$ cat src/rtl/uart_pkg.sv
// Shared UART constants and receiver state encoding.
// The transmit stage imports the same package so both ends agree on bit timing.
package uart_pkg;

  localparam int FREQ  = 12000000;
  localparam int BAUD  = 9600;
  localparam int LIM   = FREQ / BAUD;
  localparam int HALF  = LIM / 2;
  localparam int CNT_W = $clog2(LIM);

  typedef enum logic [2:0] {
    IDLE    = 3'd0,
    START   = 3'd1,
    DATA    = 3'd2,
    STOP    = 3'd3,
    RECOVER = 3'd4
  } state_t;

endpackage

$ cat src/rtl/uart_sync2.sv
// Two-flop synchroniser for the asynchronous serial line.
// Both stages reset to 1 so a reset never looks like a start bit.
module uart_sync2 (
  input  logic clk,
  input  logic rst,
  input  logic d,
  output logic q
);

  logic meta;

  always_ff @(posedge clk or posedge rst) begin
    if (rst) begin
      meta <= 1'b1;
      q    <= 1'b1;
    end else begin
      meta <= d;
      q    <= meta;
    end
  end

endmodule

$ cat src/rtl/uart_rx_byte.sv
// Frame-aligned 8N1 byte receiver with a valid/ack holding register,
// framing-error pulse and sticky overrun flag.
module uart_rx_byte
  import uart_pkg::*;
(
  input  logic       clk,
  input  logic       rst,
  input  logic       rxd,
  output logic [7:0] data_out,
  output logic       data_valid,
  input  logic       data_ack,
  output logic       frame_err,
  output logic       overrun,
  output logic       busy
);

  logic             rx_s;
  state_t           state;
  logic [CNT_W-1:0] cnt;
  logic [2:0]       idx;
  logic [7:0]       shreg;
  logic             half_end;
  logic             bit_end;

  uart_sync2 u_sync (
    .clk (clk),
    .rst (rst),
    .d   (rxd),
    .q   (rx_s)
  );

  assign half_end = (cnt == CNT_W'(HALF - 1));
  assign bit_end  = (cnt == CNT_W'(LIM - 1));

  always_ff @(posedge clk or posedge rst) begin
    if (rst) begin
      state      <= IDLE;
      cnt        <= '0;
      idx        <= '0;
      shreg      <= '0;
      data_out   <= '0;
      data_valid <= 1'b0;
      frame_err  <= 1'b0;
      overrun    <= 1'b0;
      busy       <= 1'b0;
    end else begin
      frame_err <= 1'b0;

      // The ack clears the holding register; a load later in this block overrides it.
      if (data_valid && data_ack) begin
        data_valid <= 1'b0;
        overrun    <= 1'b0;
      end

      case (state)
        IDLE: begin
          if (!rx_s) begin
            state <= START;
            cnt   <= '0;
            busy  <= 1'b1;
          end
        end

        START: begin
          if (half_end) begin
            cnt <= '0;
            if (!rx_s) begin
              state <= DATA;
              idx   <= '0;
            end else begin
              state <= IDLE;
              busy  <= 1'b0;
            end
          end else begin
            cnt <= cnt + CNT_W'(1);
          end
        end

        DATA: begin
          if (bit_end) begin
            cnt   <= '0;
            shreg <= {rx_s, shreg[7:1]};
            if (idx == 3'd7) begin
              state <= STOP;
              idx   <= '0;
            end else begin
              idx <= idx + 3'd1;
            end
          end else begin
            cnt <= cnt + CNT_W'(1);
          end
        end

        STOP: begin
          if (bit_end) begin
            cnt <= '0;
            if (rx_s) begin
              data_out   <= shreg;
              data_valid <= 1'b1;
              if (data_valid && !data_ack) overrun <= 1'b1;
              state <= IDLE;
              busy  <= 1'b0;
            end else begin
              frame_err <= 1'b1;
              state     <= RECOVER;
            end
          end else begin
            cnt <= cnt + CNT_W'(1);
          end
        end

        // A held-low line (break) must return high before a new start bit counts.
        RECOVER: begin
          if (rx_s) begin
            state <= IDLE;
            busy  <= 1'b0;
          end
        end

        default: begin
          state <= IDLE;
          cnt   <= '0;
          busy  <= 1'b0;
        end
      endcase
    end
  end

endmodule

$ cat config.mk
export PLATFORM = sky130hd
export DESIGN_NAME = uart_rx_byte
export DESIGN_NICKNAME = d
export VERILOG_FILES = /design/src/rtl/uart_pkg.sv /design/src/rtl/uart_sync2.sv /design/src/rtl/uart_rx_byte.sv
export SDC_FILE = /design/constraint.sdc
export NUM_CORES = 1
export LEC_CHECK = 0
export ABC_AREA = 1
export CAP_MARGIN = 20
export CORE_MARGIN = 5
export CORE_UTILIZATION = 30
export DETAILED_ROUTE_END_ITERATION = 16
export GPL_TIMING_DRIVEN = 0
export PLACE_DENSITY = 0.48
export REMOVE_ABC_BUFFERS = 1
export SKIP_CTS_REPAIR_TIMING = 1
export SLEW_MARGIN = 20
export SYNTH_ARGS = -nofsm -noshare
export SYNTH_HDL_FRONTEND = slang
export SYNTH_SLANG_ARGS = --single-unit
$ cat constraint.sdc
create_clock -name clk -period 2.1 [get_ports clk]
set_input_delay 0.525 -clock clk [delete_from_list [all_inputs] [get_ports clk]]
set_output_delay 0.525 -clock clk [all_outputs]
set_load 0.02 [all_outputs]
Word level (Yosys, flattened, before mapping). Cells that the tools add are included.

Word-level logic and storage cells: 76. Output and inout port bits: 12. Register bits: 39. Input port bits: 4.

Muxes and demuxes: 35. Bitwise logic cells: 2. Reductions and logical operators: 12. Equal/unequal tests: 14. Add/subtract/negate cells: 2.

Operators with widths (number): $pmux 11 s4 (1); $mux 11 (3); $mux 3 (11); $mux 1 (16); $pmux 3 s5 (1); $ne 2x2->1 const B (6); $add 11x1->11 const B (1); $eq 11x10->1 const B (1); $eq 11x11->1 const B (1); $reduce_and 4->1 (2); $eq 3x2->1 const B (2); $eq 3x3->1 const B (2); $pmux 3 s2 (1); $reduce_and 6->1 (1); $pmux 1 s5 (1); $reduce_and 2->1 (2); $add 3x1->3 const B (1); $eq 3x1->1 const B (1); $logic_not 3->1 (1); $reduce_and 3->1 (1); $logic_and 1x1->1 (2); $mux 2 (1); $ne 2x1->1 const B (1); $not 1->1 (2); 3 further kinds (3).

Longest topological paths before layout. Gate-level depths: netlist of run 1.

Depth in word-level cells: 6. Depth in mapped cells: 9. Gate-level depth less buffers: 9.

Modules after synthesis. A second synthesis of run 1 with hierarchy kept.

Cells, all modules: 228. Area total of the unflattened synthesis: 1986.9 µm².

By module, submodules not included: uart_rx_byte (cells an instance 225, area each 1930.6 µm², sequential area each 925.9 µm², times used 1); uart_sync2 (cells an instance 3, area each 56.3 µm², sequential area each 52.6 µm², times used 1).

Worst setup path before layout of run 1. Ideal clock, no wire load.

Kind: register to register. From: reg cnt[1]. To: reg data_out[4]. Arrival time: 1.396 ns. Period minus slack after synthesis: 1.513 ns. Stages on the path, launching flop included: 10. Required time: 1.983 ns. Path buffers: 1. Setup slack: 0.587 ns. Library setup time: 0.117 ns. Path through: dfrtp_1 inv_1 ha_1 nand2_1 nor2_1 nor3b_4 nand2_4 buf_6 nand2_2 o21ai_2.

Cells in the longest elaborated chain, start to end: 2.

RTL lines: start: declaration (RTL line uart_rx_byte.sv:19) `logic [CNT_W-1:0] cnt;`; start signal: assignment (RTL line uart_rx_byte.sv:75) `cnt <= cnt + CNT_W'(1);`; start signal: assignment (RTL line uart_rx_byte.sv:90) `cnt <= cnt + CNT_W'(1);`; start signal: assignment (RTL line uart_rx_byte.sv:108) `cnt <= cnt + CNT_W'(1);`; $eq 11x11->1 (RTL line uart_rx_byte.sv:33) `assign bit_end = (cnt == CNT_W'(LIM - 1));`; $reduce_and 3->1 (no source line); end signal: assignment (RTL line uart_rx_byte.sv:98) `data_out <= shreg;`; end: declaration (RTL line uart_rx_byte.sv:9) `output logic [7:0] data_out,`.

No other way between the ends. A chain may end at the register's enable or synchronous reset.

Final worst setup path of run 1.
From: reg data_valid. To: out data_valid.

RTL lines: start: declaration (RTL line uart_rx_byte.sv:10) `output logic data_valid,`; start signal: assignment (RTL line uart_rx_byte.sv:42) `data_valid <= 1'b0;`; start signal: assignment (RTL line uart_rx_byte.sv:51) `data_valid <= 1'b0;`; start signal: assignment (RTL line uart_rx_byte.sv:99) `data_valid <= 1'b1;`.

No word-level cell between the ends.

==> run_results.csv, run 1 <==
group,metric,value,unit
floorplan,dieArea,0.008510,mm2
logic_synthesis,netlist_top_cells_area,"dfrtp_1 (46%), nand2_1 (11%), inv_1 (7.2%)",
sta,fin_worst_skew,5.697,ps
floorplan,start_util,30.37,%
sta,slew_viol_final,0,
sta,rsz0062_at_grt,"no",
job,drv_cap,0,
finish,syn2layout_area_growth,17.63,%
power,cellPowerDensity,599.0,mW/mm2
worst_hold_path,hp-class,"reg2reg",
floorplan,die-width,92.25,um
grt,track_usage,10.35,%
power,comb_power_share,2.5,%
logic_synthesis,synth_top_area_share,45.62,%
clocking,cts_num_sinks,39,
placed_design,placedCellCount,337,
power,vdd_drop_max,259.8,uV
logic_synthesis,synth.avg_cell_area,8.352,um2
sta,period_needed,1833,ps
sta,fmax,0.5454,GHz
critical_path,cp.required,1570,ps
logic_synthesis,syn_area,0.002029,mm2
floorplan,die_h,92.25,um
placed_design,dp_hpwl,2895,um
route,highest_layer,"met4",
critical_path,worst_path_max_delay_cell,"clkdlybuf4s50_1",
finish,antenna_cells,0,
route,dr_wl_met2,1728,um
power,power.switching,306.9,uW
finish,layout_commonest_cell,"nand2_1",
route,via_per_inst,4.345,
placed_design,place.gp.congestion,0.7822,
critical_path,cp_max_fo,4,
route,finalWirelength,3968,um
route,drt-pass1-iter-count,4,
route,drt_iter0_drc,97,
placed_design,io_buffer_count,15,
clocking,clock_latency,290,ps
route,wl_met1,2023,um
finish,layout.cells.non_filler,345,
route,drc,0,
logic_synthesis,synth_seq_cells,39,
status,outcome,"complete, no violations",
clocking,cts_max_level,2,
logic_synthesis,syn_inst,243,
finish,drive_gt1_share,14.34,%
finish,nNetsFinal,273,
route,wire_per_inst,11.50,um
grt,grt_pass1_vias,1509,
critical_path,critPathKind,"reg2out",
power,clock_power_share,44.5,%
clocking,cts_made_buffers,5,
logic_synthesis,synthDistinctLibCells,26,
finish,post-route-util,35.73,%
critical_path,start_kind,"register",
finish,layout_common_cells,"nand2_1 (60), inv_1 (38), dfrtp_1 (37), nor2_1 (27), clkdlybuf4s50_1 (15)",
sta,setup_viol,0,
logic_synthesis,seq_area_frac_synth,48.21,%
critical_path,cp.arrival,1310,ps
logic_synthesis,synth_warnings,0,
route,ant_nets,0,
critical_path,crit_family,"buffers and inverters",
critical_path,end_kind,"output pin",
sta,post-route-period-util,87.31,%
route,dr_total_vias,1499,
sta,hold_viol_final,0,
sta,slew_headroom,77.50,%
grt,grt_pass1_wl,7003,um
clocking,clk_pin_slew,80,ps
sta,finalHoldWorstSlack,362.9,ps
critical_path,cpPeakStageDelay,620,ps
floorplan,coreArea,0.006681,mm2
power,seqPwrFrac,53.0,%
critical_path,path_cells,"clkdlybuf4s50_1",
power,p_int,1123,uW
critical_path,path_buf_inv,1,
sta,tightest_slew,337.1,ps
grt,grt_start_max_net_pins,27,
floorplan,ios,16,
power,netSwitchingFraction,21.46,%
grt,antenna_found_initial,0,
clocking,cts_buffer_depth,2,
grt,grt_overflow,0,
clocking,cts_root_buffer,"clkbuf_8",
logic_synthesis,yosys.area.top_type,"dfrtp_1",
route,wl_met3,152,um
floorplan,fp-row-count,30,
clocking,cts_tree,"done",
power,p_leak,0.001153,uW
[power by group through the flow]
stage	registers, uW	clock network, uW	logic [uW]
2_1_floorplan	774	0	15.4
3_3_place_gp	773	0	32.2
3_5_place_dp	773	0	37.6
4_1_cts	758	660	37.6
5_1_grt	759	687	41.6
6_report	758	636	35.5
[cells in the mapped netlist (all sizes together)]
cell type and count:
buf 2, inv 41, nand2 64, or2 1, nor3b 1, dfrtp 37, dfstp 2, o21ai 24
o21bai 1, xor2 4, nand3b 3, a21oi 3, nor2 33, nand4 4, nor3 1, ha 5
nand3 16, xnor2 1
[path summary, 6_finish.rpt]
path / start / endpoint / slack [ps] / cells past startpoint
min in group asynchronous: rst / cnt[4]$_DFFE_PP0P_ / 510 / 2
setup reg to reg: cnt[1]$_DFFE_PP0P_ / data_out[5]$_DFFE_PP0P_ / 420 / 8
setup / recovery: data_valid$_DFF_PP0_ / data_valid / 270 / 1
max in group asynchronous: rst / u_sync.meta$_DFF_PP1_ / 1070 / 3
hold / removal: u_sync.meta$_DFF_PP1_ / u_sync.q$_DFF_PP1_ / 360 / 0
hold reg to reg: u_sync.meta$_DFF_PP1_ / u_sync.q$_DFF_PP1_ / 360 / 0
[cell type report]
class                           count  area [um2]
Multi-Input combinational cell    161       874.6
Clock inverter                      2       37.54
Timing Repair Buffer               16       170.2
Tap cell                           80       100.1
Fill cell                         687        4294
Clock buffer                        6       72.57
Inverter                           41       153.9
Sequential cell                    39       978.4
[through the flow]
| step | setup TNS (ps) | area (um2) | worst slack, ps | total power (uW) |
|---|---|---|---|---|
| global route | 0 | 2387 | 191.8 | 1488 |
| finish | 0 | 2387 | 266.5 | 1430 |
| floorplan | 0 | 2007 | 616.6 | 789.6 |
| global placement | -9094 | 2257 | -247.9 | 805.5 |
| detailed placement | 0 | 2277 | 408.5 | 810.8 |
| CTS | 0 | 2387 | 242.6 | 1456 |
[registers in the layout, summed over array words and instances (netlist names), named ones only]
name / count
idx: 3
shreg: 8
u_sync.meta: 1
frame_err: 1
u_sync.q: 1
data_valid: 1
cnt: 11
state: 3
data_out: 8
busy: 1
[layer usage]
metal  track usage (%)  vias up
met5                 0        -
met4             4.084        0
met3             2.707        5
met2             16.06       26
met1             13.70      672
li1                  -      796
[cells by family (layout without fill, tap and decap cells)]
logic type | count (synthesis) | after routing | share of synthesized area, %
and+or+nand+nor | 123 | 123 | 29.16
buffers and inverters | 43 | 65 | 8.693
DFF | 39 | 39 | 48.21
AOI/OAI and AO/OA | 28 | 28 | 8.693
adders and majority gates | 5 | 5 | 3.083
xor gates and xnor gates | 5 | 5 | 2.158
No activity file was read; power rests on OpenSTA's default activity.
==> inputs of run 2 (changes only) <==
- CAP_MARGIN: 20 -> 40
- CORE_MARGIN: 5 -> not set
- DONT_BUFFER_PORTS: not set -> 1
- PLACE_DENSITY: 0.48 -> 0.45
==> run_results.csv, run 2 (synthesized netlist as in run 1, its figures left out) <==
group,metric,value,unit
status,outcome,"complete, no violations",
floorplan,coreArea,0.006422,mm2
critical_path,cp_max_fo,16,
clocking,cts_tree,"done",
route,drt_iter0_drc,66,
power,vdd_drop_max,252.7,uV
critical_path,cp.required,2290,ps
finish,fill_cells,680,
clocking,clk_pin_slew,90,ps
sta,hold_viol_final,0,
clocking,cts_buffer_depth,2,
finish,antenna_cells,0,
critical_path,r2r_start,"cnt[1]$_DFFE_PP0P_",
power,p_leak,0.001088,uW
critical_path,critPathKind,"reg2reg",
placed_design,dp_hpwl,2850,um
sta,period_needed,1709,ps
placed_design,placed_area,0.002123,mm2
clocking,clock_latency,300,ps
clocking,cts_made_buffers,5,
clocking,cts_root_buffer,"clkbuf_8",
grt,antenna_found_initial,0,
critical_path,cp.arrival,1890,ps
finish,syn2layout_area_growth,9.001,%
floorplan,fp-row-count,29,
finish,regMostFlops,"cnt",
power,cellPowerDensity,593.1,mW/mm2
finish,layout_common_cells,"nand2_1 (60), inv_1 (38), dfrtp_1 (37), nor2_1 (27), nand3_1 (12)",
finish,reg_top3,"cnt (11), data_out (8), shreg (8)",
grt,grt_pass1_vias,1448,
clocking,cts_max_level,2,
finish,drive_gt1_share,15.60,%
route,finalWirelength,3826,um
critical_path,path_cells,"inv_1 -> ha_1 -> nand2_1 -> nor2_1 -> nor3b_4 -> nand2_4 -> nand2_1 -> o21ai_2",
critical_path,worst_path_max_delay_cell,"dfrtp_1",
sta,fin_ws,391.3,ps
critical_path,start_kind,"register",
sta,fmax,0.5853,GHz
sta,slew_viol_final,0,
finish,largest_reg_flops,11,
critical_path,path_depth,8,
route,ant_nets,0,
grt,grt_overflow,0,
grt,grt_pass1_wl,6796,um
critical_path,cpPeakStageDelay,420,ps
critical_path,r2r_cells,8,
route,via_per_inst,4.456,
sta,setup-tns-final,0,ps
floorplan,ios,16,
critical_path,critPathMostFrequentCell,"nand2_1",
critical_path,ff2ff_setup_slack,390,ps
sta,rsz0062_at_grt,"no",
finish,layout_commonest_cell,"nand2_1",
floorplan,die_h,84.25,um
worst_hold_path,hp-class,"in2async",
sta,fin_worst_skew,9.861,ps
sta,finalHoldWorstSlack,51.70,ps
critical_path,reg2reg_to,"data_out[6]$_DFFE_PP0P_",
finish,post-route-util,34.44,%
floorplan,die-width,84.25,um
floorplan,dieArea,0.007098,mm2
route,dr_total_vias,1457,
job,drv_cap,0,
critical_path,end_kind,"register",
sta,setup_viol,0,
sta,slew_headroom,77.12,%
critical_path,crit_family,"simple AND/OR/NAND/NOR gates",
placed_design,place.gp.congestion,0.7699,
finish,finish.instance_area,0.002212,mm2
route,drc,0,
clocking,cts_num_sinks,39,
critical_path,critPathCapture,"data_out[6]$_DFFE_PP0P_",
finish,nNetsFinal,258,
placed_design,pre_cts_slack,430.7,ps
grt,track_usage,12.20,%
sta,tightest_slew,342.3,ps
floorplan,start_util,31.60,%
grt,grt_start_max_net_pins,27,
sta,post-route-period-util,81.37,%
placed_design,io_buffer_count,0,
route,wire_per_inst,11.70,um
route,drt-pass1-iter-count,4,
critical_path,path_buf_inv,1,
critical_path,cp-startpoint,"cnt[1]$_DFFE_PP0P_",
[run 2: cell count changes in the layout (fill, tap and decap cells not counted)]
cell / delta
bufinv_16: -1
clkbuf_1: -1
clkdlybuf4s50_1: -15
clkinv_2: +1
clkinvlp_4: +1
[run 2: where the power goes]
group / total, uW / internal [uW] / switching (uW)
clock network: 528 / 231 / 296
registers: 760 / 755 / 5.08
logic: 23.8 / 5.72 / 18.0
[run 2: cell type report]
cell class / instances / area [um2] / area share (%)
clock inverter: 3 / 20.02 / 0.9050
inverter: 41 / 153.9 / 6.957
tap: 77 / 96.34 / 4.355
timing repair buffer: 1 / 20.02 / 0.9050
multi-input combinational: 161 / 874.6 / 39.54
sequential: 39 / 978.4 / 44.23
clock buffer: 5 / 68.82 / 3.111
[run 2: worst min path at each step]
stage / cells past startpoint / from / slack [ps] / to
after floorplan: 0 / u_sync.meta$_DFF_PP1_ / 350 / u_sync.q$_DFF_PP1_
after global placement: 0 / u_sync.meta$_DFF_PP1_ / 350 / u_sync.q$_DFF_PP1_
after detailed placement: 0 / u_sync.meta$_DFF_PP1_ / 350 / u_sync.q$_DFF_PP1_
after CTS: 1 / rst / 60 / cnt[4]$_DFFE_PP0P_
after global routing: 1 / rst / 70 / frame_err$_DFF_PP0_
final: 1 / rst / 50 / frame_err$_DFF_PP0_
[run 2: stage by stage]
step,power [uW],instances
after floorplan,789.6,241
after global placement,796.8,318
after detailed placement,801.4,319
after CTS,1339,327
after global routing,1373,327
final,1312,327
[run 2: worst register-to-register path, stage by stage (launching register included)]
cell and delay [ps]:
dfrtp_1 420, inv_1 110, ha_1 180, nand2_1 60, nor2_1 160, nor3b_4 310
nand2_4 210, nand2_1 120, o21ai_2 50
[run 2: per-layer routing]
layer / vias to the layer above / GRT usage [%] / routed length, um
met5: - / 0 / 0
met4: 0 / 4.232 / 62
met3: 7 / 3.933 / 165
met2: 19 / 19.15 / 1705
met1: 667 / 15.87 / 1893
li1: 764 / - / -
==> inputs of run 3 (changes only) <==
- PLACE_DENSITY: 0.45 -> 0.46
- clock period: 2.1 -> 1.5 ns (I/O delays scaled with it)
==> run_results.csv, run 3 (synthesized netlist as in run 1, its figures left out) <==
group,metric,value,unit
status,outcome,"finished with violations",
status,violations,"negative setup slack",
sta,hold_viol_final,0,
clocking,cts_root_buffer,"clkbuf_8",
route,drt_iter0_drc,85,
grt,track_usage,12.75,%
finish,finish.instance_area,0.002429,mm2
finish,syn2layout_area_growth,19.67,%
placed_design,dp_hpwl,2821,um
sta,fmax,0.6505,GHz
power,vdd_drop_max,384.0,uV
sta,setup_viol,13,
critical_path,cp.arrival,1730,ps
floorplan,die_h,84.25,um
clocking,clock_latency,300,ps
placed_design,placed_area,0.002123,mm2
finish,antenna_cells,0,
placed_design,pre_cts_slack,-213.0,ps
finish,drive_gt1_share,26.82,%
sta,fin_worst_skew,9.830,ps
power,p_leak,0.001155,uW
placed_design,place.gp.congestion,0.7383,
floorplan,ios,16,
sta,slew_viol_final,0,
route,dr_total_vias,1520,
grt,grt_overflow,0,
floorplan,start_util,31.60,%
critical_path,critPathKind,"reg2reg",
route,via_per_inst,4.497,
route,drt-pass1-iter-count,4,
sta,tightest_slew,299.5,ps
route,drc,0,
route,ant_nets,0,
clocking,cts_tree,"done",
floorplan,die-width,84.25,um
finish,reg_top3,"cnt (11), data_out (8), shreg (8)",
route,finalWirelength,4154,um
power,cellPowerDensity,752.7,mW/mm2
sta,period_needed,1537,ps
grt,grt_pass1_wl,6941,um
finish,post-route-util,37.81,%
clocking,cts_made_buffers,5,
critical_path,cp.required,1690,ps
route,wire_per_inst,12.29,um
critical_path,end_kind,"register",
grt,antenna_found_initial,0,
sta,slew_headroom,79.96,%
finish,fill_cells,650,
job,drv_cap,0,
clocking,clk_pin_slew,80,ps
finish,layout_common_cells,"nand2_1 (51), dfrtp_1 (35), inv_1 (33), nor2_1 (24), nand3_1 (11)",
grt,grt_pass1_vias,1447,
critical_path,cp_max_fo,8,
sta,post-route-period-util,102.5,%
sta,rsz0062_at_grt,"yes",
worst_hold_path,hp-class,"in2reg",
clocking,cts_num_sinks,39,
sta,setup-tns-final,-216.4,ps
floorplan,fp-row-count,29,
floorplan,coreArea,0.006422,mm2
clocking,cts_buffer_depth,2,
grt,grt_start_max_net_pins,29,
placed_design,io_buffer_count,0,
floorplan,dieArea,0.007098,mm2
finish,nNetsFinal,269,
clocking,cts_max_level,2,
finish,layout_commonest_cell,"nand2_1",
finish,largest_reg_flops,11,
sta,fin_ws,-37.23,ps
critical_path,start_kind,"register",
finish,regMostFlops,"cnt",
==> run 3: cell count changes in the layout (fill, tap and decap cells not counted), sizes merged <==
| cell | change |
|---|---|
| buf | +9 |
| clkinvlp | -2 |
| clkbuf | +1 |
| clkinv | +1 |
| dlygate4sd3 | +1 |
| nand2 | +1 |
==> run 3: layout make-up <==
cell class              count  area, um2  share of cell area, %
clock buffers               6      72.57                  2.988
clock inverters             2      13.76                 0.5667
inverters                  41      158.9                  6.543
multi-input cells         162      988.4                  40.70
flip-flops and latches     39      980.9                  40.39
well taps                  77      96.34                  3.967
repair buffers             11      117.6                  4.843
==> run 3: worst paths after layout <==
check | endpoint | slack (ps) | start | cells past startpoint
max in group asynchronous | u_sync.meta$_DFF_PP1_ | 500 | rst | 3
worst min register to register | u_sync.q$_DFF_PP1_ | 360 | u_sync.meta$_DFF_PP1_ | 0
worst max-delay path | data_out[7]$_DFFE_PP0P_ | -40 | cnt[1]$_DFFE_PP0P_ | 10
worst min-delay path | u_sync.meta$_DFF_PP1_ | 70 | rxd | 0
worst max register to register | data_out[7]$_DFFE_PP0P_ | -40 | cnt[1]$_DFFE_PP0P_ | 10
min in group asynchronous | cnt[5]$_DFFE_PP0P_ | 470 | rst | 2
==> run 3: layer usage <==
layer / up-vias / global-route usage, % / part of all wire, %
met4: 0 / 6.113 / 1.9
met2: 21 / 18.93 / 44
met3: 8 / 3.343 / 3.6
met5: - / 0 / 0
met1: 700 / 17.29 / 50
li1: 791 / - / -
==> run 3: critical path, cell delays in order, from the launching register on <==
cell and delay (ps):
dfrtp_1 390, inv_2 90, ha_4 130, nand2_2 60, nor2_4 80, nor3b_4 180, buf_6 150, buf_6 110
nand2_8 90, nand2_1 100, o21ai_2 50
==> run 3: where the power goes <==
group	internal (uW)	switching [uW]	total, uW
clock	329	396	725
sequential	1060	8.17	1070
combinational	9.98	27.2	37.2
==> run 3: per-stage QoR <==
stage | instances | total power (uW) | hold WS (ps)
floorplan | 241 | 1106 | 345.2
global placement | 318 | 1115 | 345.5
detailed placement | 319 | 1123 | 231.8
CTS | 327 | 1857 | -102.3
global route | 338 | 1915 | 47.72
finish | 338 | 1828 | 72.13
